===== src/rtl/mau_pkg.sv =====
// Shared definitions for the memory access unit: size codes, FSM states,
// the latched request payload and lane-select helpers.
package mau_pkg;

  localparam int unsigned DATA_W = 32;

  localparam logic [1:0] SZ_BYTE = 2'b00;
  localparam logic [1:0] SZ_HALF = 2'b01;
  localparam logic [1:0] SZ_WORD = 2'b10;
  localparam logic [1:0] SZ_RSVD = 2'b11;

  typedef enum logic [1:0] {
    ST_IDLE = 2'b00,
    ST_RD   = 2'b01,
    ST_WR   = 2'b10,
    ST_RESP = 2'b11
  } mau_state_e;

  // Request fields captured at accept; lane is already alignment-forced.
  typedef struct packed {
    logic              we;
    logic [1:0]        size;
    logic              signed_ld;
    logic [1:0]        lane;
    logic [DATA_W-1:0] wdata;
  } mau_req_t;

  // Effective byte lane: half keeps addr[1], word always uses lane 0.
  function automatic logic [1:0] eff_lane(input logic [1:0] size, input logic [1:0] addr_lo);
    case (size)
      SZ_BYTE: eff_lane = addr_lo;
      SZ_HALF: eff_lane = {addr_lo[1], 1'b0};
      default: eff_lane = 2'b00;
    endcase
  endfunction

  // Low address bits that do not match the natural alignment of the access.
  function automatic logic misaligned(input logic [1:0] size, input logic [1:0] addr_lo);
    case (size)
      SZ_HALF: misaligned = addr_lo[0];
      SZ_WORD: misaligned = (addr_lo != 2'b00);
      default: misaligned = 1'b0;
    endcase
  endfunction

endpackage


===== src/rtl/mau_lane_merge.sv =====
// Combinational lane logic: load extraction with sign/zero extension and
// read-modify-write merge of a sub-word store into the old memory word.
module mau_lane_merge
  import mau_pkg::*;
(
  input  logic [DATA_W-1:0] rd_word,
  input  logic [DATA_W-1:0] wr_data,
  input  logic [1:0]        size,
  input  logic [1:0]        lane,
  input  logic              is_signed,
  output logic [DATA_W-1:0] load_data_c,
  output logic [DATA_W-1:0] store_word_c
);

  logic [7:0]  byte_sel;
  logic [15:0] half_sel;

  // Pick the addressed byte/half and extend it to a full word.
  always_comb begin
    byte_sel = rd_word[7:0];
    case (lane)
      2'd1:    byte_sel = rd_word[15:8];
      2'd2:    byte_sel = rd_word[23:16];
      2'd3:    byte_sel = rd_word[31:24];
      default: byte_sel = rd_word[7:0];
    endcase
    half_sel = lane[1] ? rd_word[31:16] : rd_word[15:0];
    case (size)
      SZ_BYTE: load_data_c = {{24{is_signed & byte_sel[7]}}, byte_sel};
      SZ_HALF: load_data_c = {{16{is_signed & half_sel[15]}}, half_sel};
      default: load_data_c = rd_word;
    endcase
  end

  // Replace only the addressed lanes of the old word with store data.
  always_comb begin
    store_word_c = rd_word;
    case (size)
      SZ_BYTE: begin
        case (lane)
          2'd1:    store_word_c[15:8]  = wr_data[7:0];
          2'd2:    store_word_c[23:16] = wr_data[7:0];
          2'd3:    store_word_c[31:24] = wr_data[7:0];
          default: store_word_c[7:0]   = wr_data[7:0];
        endcase
      end
      SZ_HALF: begin
        if (lane[1]) store_word_c[31:16] = wr_data[15:0];
        else         store_word_c[15:0]  = wr_data[15:0];
      end
      default: store_word_c = wr_data;
    endcase
  end

endmodule


===== src/rtl/mem_access_unit.sv =====
// Load/store initiator for a word-addressed data memory with sub-word
// extract and read-modify-write. Optional macro MAU_MISALIGN_TRAP_EN turns
// misaligned half/word accesses into error responses instead of clearing
// the low address bits.
module mem_access_unit
  import mau_pkg::*;
#(
  parameter int unsigned MEM_WORDS = 256
) (
  input  logic              clk,
  input  logic              rst_n,
  input  logic              req_valid,
  output logic              req_ready,
  input  logic              req_we,
  input  logic [1:0]        req_size,
  input  logic              req_signed,
  input  logic [DATA_W-1:0] req_addr,
  input  logic [DATA_W-1:0] req_wdata,
  output logic              resp_valid,
  input  logic              resp_ready,
  output logic [DATA_W-1:0] resp_rdata,
  output logic              resp_err,
  output logic [DATA_W-1:0] mem_addr,
  output logic [DATA_W-1:0] mem_wd,
  output logic              mem_wrEn,
  input  logic [DATA_W-1:0] mem_rd
);

  mau_state_e        state, state_nxt;
  mau_req_t          lat_req, lat_req_nxt;
  logic              req_ready_nxt, resp_valid_nxt, resp_err_nxt, mem_wren_nxt;
  logic [DATA_W-1:0] resp_rdata_nxt, mem_addr_nxt, mem_wd_nxt;
  logic              req_err_c;
  logic [DATA_W-1:0] load_data_c, store_word_c;

  mau_lane_merge u_lane_merge (
    .rd_word      (mem_rd),
    .wr_data      (lat_req.wdata),
    .size         (lat_req.size),
    .lane         (lat_req.lane),
    .is_signed    (lat_req.signed_ld),
    .load_data_c  (load_data_c),
    .store_word_c (store_word_c)
  );

  // Reject reserved size, out-of-range word index and (optionally) misalignment.
  always_comb begin
    req_err_c = (req_size == SZ_RSVD) || ({2'b00, req_addr[31:2]} >= MEM_WORDS);
`ifdef MAU_MISALIGN_TRAP_EN
    req_err_c = req_err_c || misaligned(req_size, req_addr[1:0]);
`endif
  end

  // Next state and next values of every registered output.
  always_comb begin
    state_nxt      = state;
    lat_req_nxt    = lat_req;
    resp_rdata_nxt = resp_rdata;
    resp_err_nxt   = resp_err;
    mem_addr_nxt   = mem_addr;
    mem_wd_nxt     = mem_wd;
    case (state)
      ST_IDLE: begin
        if (req_valid && req_ready) begin
          lat_req_nxt    = '{we: req_we, size: req_size, signed_ld: req_signed,
                             lane: eff_lane(req_size, req_addr[1:0]), wdata: req_wdata};
          resp_rdata_nxt = '0;
          resp_err_nxt   = req_err_c;
          if (req_err_c) begin
            state_nxt = ST_RESP;
          end else begin
            mem_addr_nxt = {req_addr[31:2], 2'b00};
            if (req_we && (req_size == SZ_WORD)) begin
              state_nxt  = ST_WR;
              mem_wd_nxt = req_wdata;
            end else begin
              state_nxt = ST_RD;
            end
          end
        end
      end
      ST_RD: begin
        if (lat_req.we) begin
          state_nxt  = ST_WR;
          mem_wd_nxt = store_word_c;
        end else begin
          state_nxt      = ST_RESP;
          resp_rdata_nxt = load_data_c;
        end
      end
      ST_WR:   state_nxt = ST_RESP;
      ST_RESP: if (resp_ready) state_nxt = ST_IDLE;
      default: state_nxt = ST_IDLE;
    endcase
    req_ready_nxt  = (state_nxt == ST_IDLE);
    resp_valid_nxt = (state_nxt == ST_RESP);
    mem_wren_nxt   = (state_nxt == ST_WR);
  end

  // State and output registers; reset aborts any in-flight write.
  always_ff @(posedge clk or negedge rst_n) begin
    if (!rst_n) begin
      state      <= ST_IDLE;
      lat_req    <= '0;
      req_ready  <= 1'b1;
      resp_valid <= 1'b0;
      resp_rdata <= '0;
      resp_err   <= 1'b0;
      mem_addr   <= '0;
      mem_wd     <= '0;
      mem_wrEn   <= 1'b0;
    end else begin
      state      <= state_nxt;
      lat_req    <= lat_req_nxt;
      req_ready  <= req_ready_nxt;
      resp_valid <= resp_valid_nxt;
      resp_rdata <= resp_rdata_nxt;
      resp_err   <= resp_err_nxt;
      mem_addr   <= mem_addr_nxt;
      mem_wd     <= mem_wd_nxt;
      mem_wrEn   <= mem_wren_nxt;
    end
  end

endmodule


===== config.mk =====
export PLATFORM = sky130hd
export DESIGN_NAME = mem_access_unit
export DESIGN_NICKNAME = d
export VERILOG_FILES = /design/src/rtl/mau_pkg.sv /design/src/rtl/mau_lane_merge.sv /design/src/rtl/mem_access_unit.sv
export SDC_FILE = /design/constraint.sdc
export NUM_CORES = 1
export LEC_CHECK = 0
export ABC_AREA = 1
export CAP_MARGIN = 20
export CELL_PAD_IN_SITES_DETAIL_PLACEMENT = 1
export CELL_PAD_IN_SITES_GLOBAL_PLACEMENT = 2
export CORE_MARGIN = 3
export CORE_UTILIZATION = 26
export CTS_CLUSTER_SIZE = 12
export DETAILED_ROUTE_END_ITERATION = 16
export PLACE_DENSITY = 0.92
export REMOVE_ABC_BUFFERS = 1
export SLEW_MARGIN = 40
export SYNTH_ARGS = -nofsm -noshare
export SYNTH_HDL_FRONTEND = slang
export SYNTH_SLANG_ARGS = --single-unit

===== constraint.sdc =====
create_clock -name clk -period 2 [get_ports clk]
set_input_delay 0.3 -clock clk [delete_from_list [all_inputs] [get_ports clk]]
set_output_delay 0.3 -clock clk [all_outputs]
set_load 0.005 [all_outputs]

* Word-level counts from Yosys, hierarchy flattened
Index checks and enable logic that the tools add are counted.
** Storage, ports and cells
- Register bits after elaboration :: 138
- Input bits :: 104
- Logic and storage cells :: 72
** Cells by class
- Order comparisons :: 1
- Equal/unequal tests :: 17
- Muxes and demuxes :: 25
- Bitwise logic cells :: 3
- Reduce and logical (&&, ||, !) cells :: 13
** Operators with widths (number)
- case mux 32 bit (2 select lines) :: 4
- two-way mux 32 bit :: 6
- two-way mux 16 bit :: 3
- two-way mux 8 bit :: 4
- greater-or-equal comparator 30 x 9 -> 1 bit (second input constant) :: 1
- case mux 8 bit (3 select lines) :: 1
- equality test 2 bit (second input constant) :: 8
- inequality test 2 bit (second input constant) :: 5
- equality test 2 x 1 -> 1 bit (second input constant) :: 4
- zero test 2 bit :: 4
- two-way mux 2 bit :: 4
- case mux 2 bit (4 select lines) :: 1
- AND reduction 3 bit :: 2
- AND reduction 5 bit :: 1
- case mux 2 bit (2 select lines) :: 1
- OR reduction 3 bit :: 1
- AND 1 bit :: 2
- logical AND 1 bit :: 2
- AND reduction 2 bit :: 1
- nonzero test 2 bit :: 1
- logical OR 1 bit :: 1
- two-way mux 1 bit :: 1
- inverter 1 bit :: 1

* Longest topological paths before layout
Gate-level depths: netlist (run 1).
- Depth in word-level cells :: 7
- Mapped depth :: 11
- Mapped depth without buffers :: 11

* Cells and area by module
Synthesis (run 1) repeated with hierarchy kept, for this count alone.
** Second synthesis, totals
- Cell total of the unflattened synthesis :: 1038
- Area, all modules :: 7657.3 um^2
** Modules (own cells, without submodules)
- mem_access_unit :: instances 1, cells an instance 684, area an instance 5854.4 um^2, seq. area each 3454.6 um^2
- mau_lane_merge :: instances 1, cells an instance 354, area an instance 1803.0 um^2, seq. area each 0.0 um^2

* Worst setup path before layout (run 1)
OpenSTA, ideal clock, no wires.
- Path kind :: reg-to-reg
- Start point :: register req_ready
- End point :: register mem_wd[11]
- Arrival time :: 1.372 ns
- Required time :: 1.881 ns
- Slack :: 0.509 ns
- Stages on the path, launching flop included :: 9
- Buffers on the path :: 1
- Path through :: dfstp_2 > nand2_1 > nor2_1 > nand4_1 > nand2_1 > nand2_1 > buf_2 > nand2_1 > nand2_1
** Between the ends
- Word-level cells in the longest chain between the ends :: 3
** RTL lines
- start, declared :: RTL line mem_access_unit.sv:13 : output logic req_ready,
- start signal, assigned :: RTL line mem_access_unit.sv:115 : req_ready <= req_ready_nxt;
- logical AND 1 bit :: RTL line mem_access_unit.sv:64 : if (req_valid && req_ready) begin
- inequality test 2 bit (no source line)
- AND reduction 5 bit (no source line)
- end signal, assigned :: RTL line mem_access_unit.sv:120 : mem_wd <= mem_wd_nxt;
- end, declared :: RTL line mem_access_unit.sv:24 : output logic [DATA_W-1:0] mem_wd,
Every way passes these cells.
A chain may end at the register's enable or synchronous reset.

* Worst setup path after layout (run 1)
- Start point :: register lat_req[35] (netlist name)
- End point :: register mem_wd[7]
** Between the ends
- Word-level cells in the longest chain between the ends :: 4
** RTL lines
- start, declared :: RTL line mem_access_unit.sv:30 : mau_req_t lat_req, lat_req_nxt;
- start signal, assigned :: RTL line mem_access_unit.sv:114 : lat_req <= lat_req_nxt;
- equality test 2 x 1 -> 1 bit / zero test 2 bit (equally long branches) :: RTL line mau_lane_merge.sv:38 : case (size)
- case mux 32 bit (2 select lines) (*) :: RTL line mau_lane_merge.sv:38
- two-way mux 32 bit (*) :: RTL line mem_access_unit.sv:83 : if (lat_req.we) begin
- case mux 32 bit (2 select lines) (*) :: RTL line mem_access_unit.sv:62 : case (state)
Every way passes the cells marked *; elsewhere a longest branch is shown, timed or not. The select of a mux whose other input is x is not followed.

==> results_dict.tcl, run 1 <==
set metrics [dict create \
    ys_top_cells_by_area "dfrtp_1, nand2_1, o21ai_0" \
    track_usage 0.1900 \
    tns_ns 0 \
    power.leakage_nw 5.061 \
    met3_usage 0.05578 \
    combinationalPowerShare 0.474 \
    place_worst_setup_slack_ns 0.003206 \
    net-switching-power_w 0.006270 \
    vias 7496 \
    grt_pass1_wl_um 45040 \
    drt-pass1-iter-count 5 \
    setup_slack_ns 0.2063 \
    die-area_um2 29870 \
    routed_wire_length_per_instance_um 17.92 \
    pin_count 204 \
    die_width_um 172.8 \
    post-cts-setup-buffer-count 0 \
    dieHeight_um 172.8 \
    yosys_warnings 0 \
    fin_hold_ws_ns 0.3799 \
    antennaDiodeCount 0 \
    worst_hold_path_type "primary input to async pin" \
    timing.final.crit_period_ns 1.794 \
    synth-seq-area-share 0.4774 \
    cts_num_sinks 138 \
    fill_cells 3345 \
    worst_clock_skew_ns 0.01240 \
    dp_hpwl_um 21380 \
    timing.critical_path.required_ns 2.36 \
    core_um2 27180 \
    drt.antenna.violating_nets 0 \
    syn-mean-instance-area_um2 7.294 \
    rsz0062_at_grt "false" \
    achievable-frequency_mhz 557.5 \
    count_of_flip_flops_with_a_built_in_enable_after_synthesis 0 \
    post_layout_nonfiller_instances 1587 \
    detail_route.iter0.violations 461 \
    multi_input_comb_area_um2 3166 \
    tritoncts_clock_tree "done" \
    maxSlewHeadroom 0.5776 \
    grt.met1_usage 0.2493 \
    cts-htree-levels 4 \
    floorplan.initialDensity 0.2663 \
    routed_via_density 4.723 \
    global_routing_s_busiest_layer "met2" \
    grt_max_degree 47 \
    root_buffer "clkbuf_16" \
    async_reset_ff_frac 1.000 \
    final_min_period_over_clock_period 0.8969 \
    post_synth_instance_area_um2 7236 \
    worstPathMaxFanout 9 \
    setup_viol_count_final 0 \
    ctsLongestPathBuffers 2 \
    irDropWorstVdd_uv 569.7 \
    worstPathArrival_ns 2.15 \
    crit_type "flip-flop to flip-flop" \
    layout_commonest_cell "nand2_1" \
    buffer_ports.inserted 201 \
    power.share.clock 0.223 \
    flip_flop_and_latch_area_um2 3456 \
    synth.ff_latch_count 138 \
    final_nets 1306 \
    clk_transition_reported_paths_ns 0.07 \
    std_cell_rows 60 \
    yosys.area.top_type_share 0.4738 \
    synth_cells 992 \
    tightestPinTransition_ns 0.6329 \
    final_gp_congestion 0.8610 \
    maxSlewViolCount 0 \
    worst_skew_pair_later_pin_latency_ns 0.43 \
    first_global_vias 7903 \
    drcViolationCount 0 \
    grt_remaining_overflow 0 \
    grt_antenna_before_repair 4 \
    worstSetupEndpointType "flip-flop" \
    globalRouteMet2Util 0.3041 \
    critical_path.startpoint_type "flip-flop" \
    post-synth-top-area-cell "dfrtp_1" \
    status "finished, final reports clean" \
    number_of_max_cap_violations 0 \
    power.total_w 0.01489 \
    p_int_w 0.008622 \
    pwr-share-seq 0.303 \
    worstRegToRegCells 10 \
    layout-area-overhead-vs-synth_pct 44.77 \
    switching_share 0.4210 \
    finalWirelength_um 28440 \
    layout-drive-gt1-share 0.08642 \
    mostFrequentLayoutCells "nand2_1, clkdlybuf4s50_1, dfrtp_1, nor2_1, inv_1" \
    ys.flop_type "dfrtp_1" \
    power_density_nw_per_um2 1422 \
    placed_cells 1554 \
    yosys.cell_types.count 35 \
    finalHoldViolations 0 \
    cts_made_buffers 17 \
]
-- what timing repair did --
action	4_1_cts	5_1_grt
endpoints found under the setup margin	0	3
hold buffers	1	0
gates resized for setup	0	1
endpoints found under the hold margin	41	0
-- logic make-up (layout without fill, tap and decap cells) --
kind of cell,count (synthesis),count (layout),synth area share
flops,138,138,0.4774
buf+inv,144,366,0.08594
simple gates,533,533,0.3021
other cells,1,2,0.0005183
compound gates,176,176,0.1340
-- power by group through the flow --
stage	Sequential, W	Clock (W)	Combinational, W
5_1_grt	0.00466	0.00351	0.00787
6_report	0.00452	0.00332	0.00705
2_1_floorplan	0.00452	0	0.00345
4_1_cts	0.00452	0.00339	0.00709
3_5_place_dp	0.00455	0	0.00705
3_3_place_gp	0.00452	0	0.00685
-- routing by layer --
metal,routed length [um],share of wire,vias to the layer above
met4,626,0.022,8
met3,1962,0.069,39
li1,-,-,3576
met5,40,0.0014,-
met2,12920,0.45,242
met1,12890,0.45,3631
-- area by class of cell --
cell class | count | area share
Timing Repair Buffer | 243 | 0.2321
Tap cell | 372 | 0.04443
Clock buffer | 19 | 0.04324
Inverter | 91 | 0.03333
Clock inverter | 13 | 0.01481
Multi-Input combinational cell | 711 | 0.3022
Sequential cell | 138 | 0.3299
-- final timing paths --
path | startpoint | endpoint | slack [ns]
max in group asynchronous | rst_n | resp_rdata[12] | 0.86
min in group clk | req_addr[6] | mem_addr[6] | 0.41
worst max-delay path | lat_req[35] | mem_wd[7] | 0.21
worst min register to register | lat_req[26] | lat_req[26] | 0.48
worst max register to register | lat_req[35] | mem_wd[7] | 0.21
worst min-delay path | rst_n | resp_rdata[9] | 0.38
-- state kept, by name (all words and copies together), names as in the netlist --
name        cells
state           2
resp_err        1
resp_valid      1
req_ready       1
mem_wd         32
mem_addr       30
mem_wrEn        1
lat_req        38
resp_rdata     32
-- cell usage after synthesis (all sizes together) (5+ instances only) --
cell     instances
dfrtp          137
o2111ai          5
clkbuf          16
o211ai          10
nor2            91
nand3           41
buf             37
nand4           17
o22ai            8
inv             91
o21ai           86
nand2          378
a21oi           61
-- through the flow --
stage | instance area [um^2] | util
after floorplan | 6967 | -
after global placement | 9853 | 0.3626
after detailed placement | 9856 | 0.3627
after CTS | 10470 | 0.3854
after global routing | 10480 | 0.3855
final | 10480 | 0.3855
-- worst max-delay path: stages, from the launching register on --
cell	delay, ns
dfrtp_1	0.42
inv_1	0.16
nand2_1	0.09
nand2_1	0.08
nand2_2	0.14
inv_1	0.17
buf_4	0.18
nor2_1	0.05
o21ai_0	0.25
nand2_1	0.10
nand2_1	0.06
Power figures use the tool's default switching activity.
==> run 2, diff against run 1 <==
- GPL_ROUTABILITY_DRIVEN: not set -> 0
==> results of run 2 <==
Same layout as run 1: the final DEF is identical, and so are final timing and power.
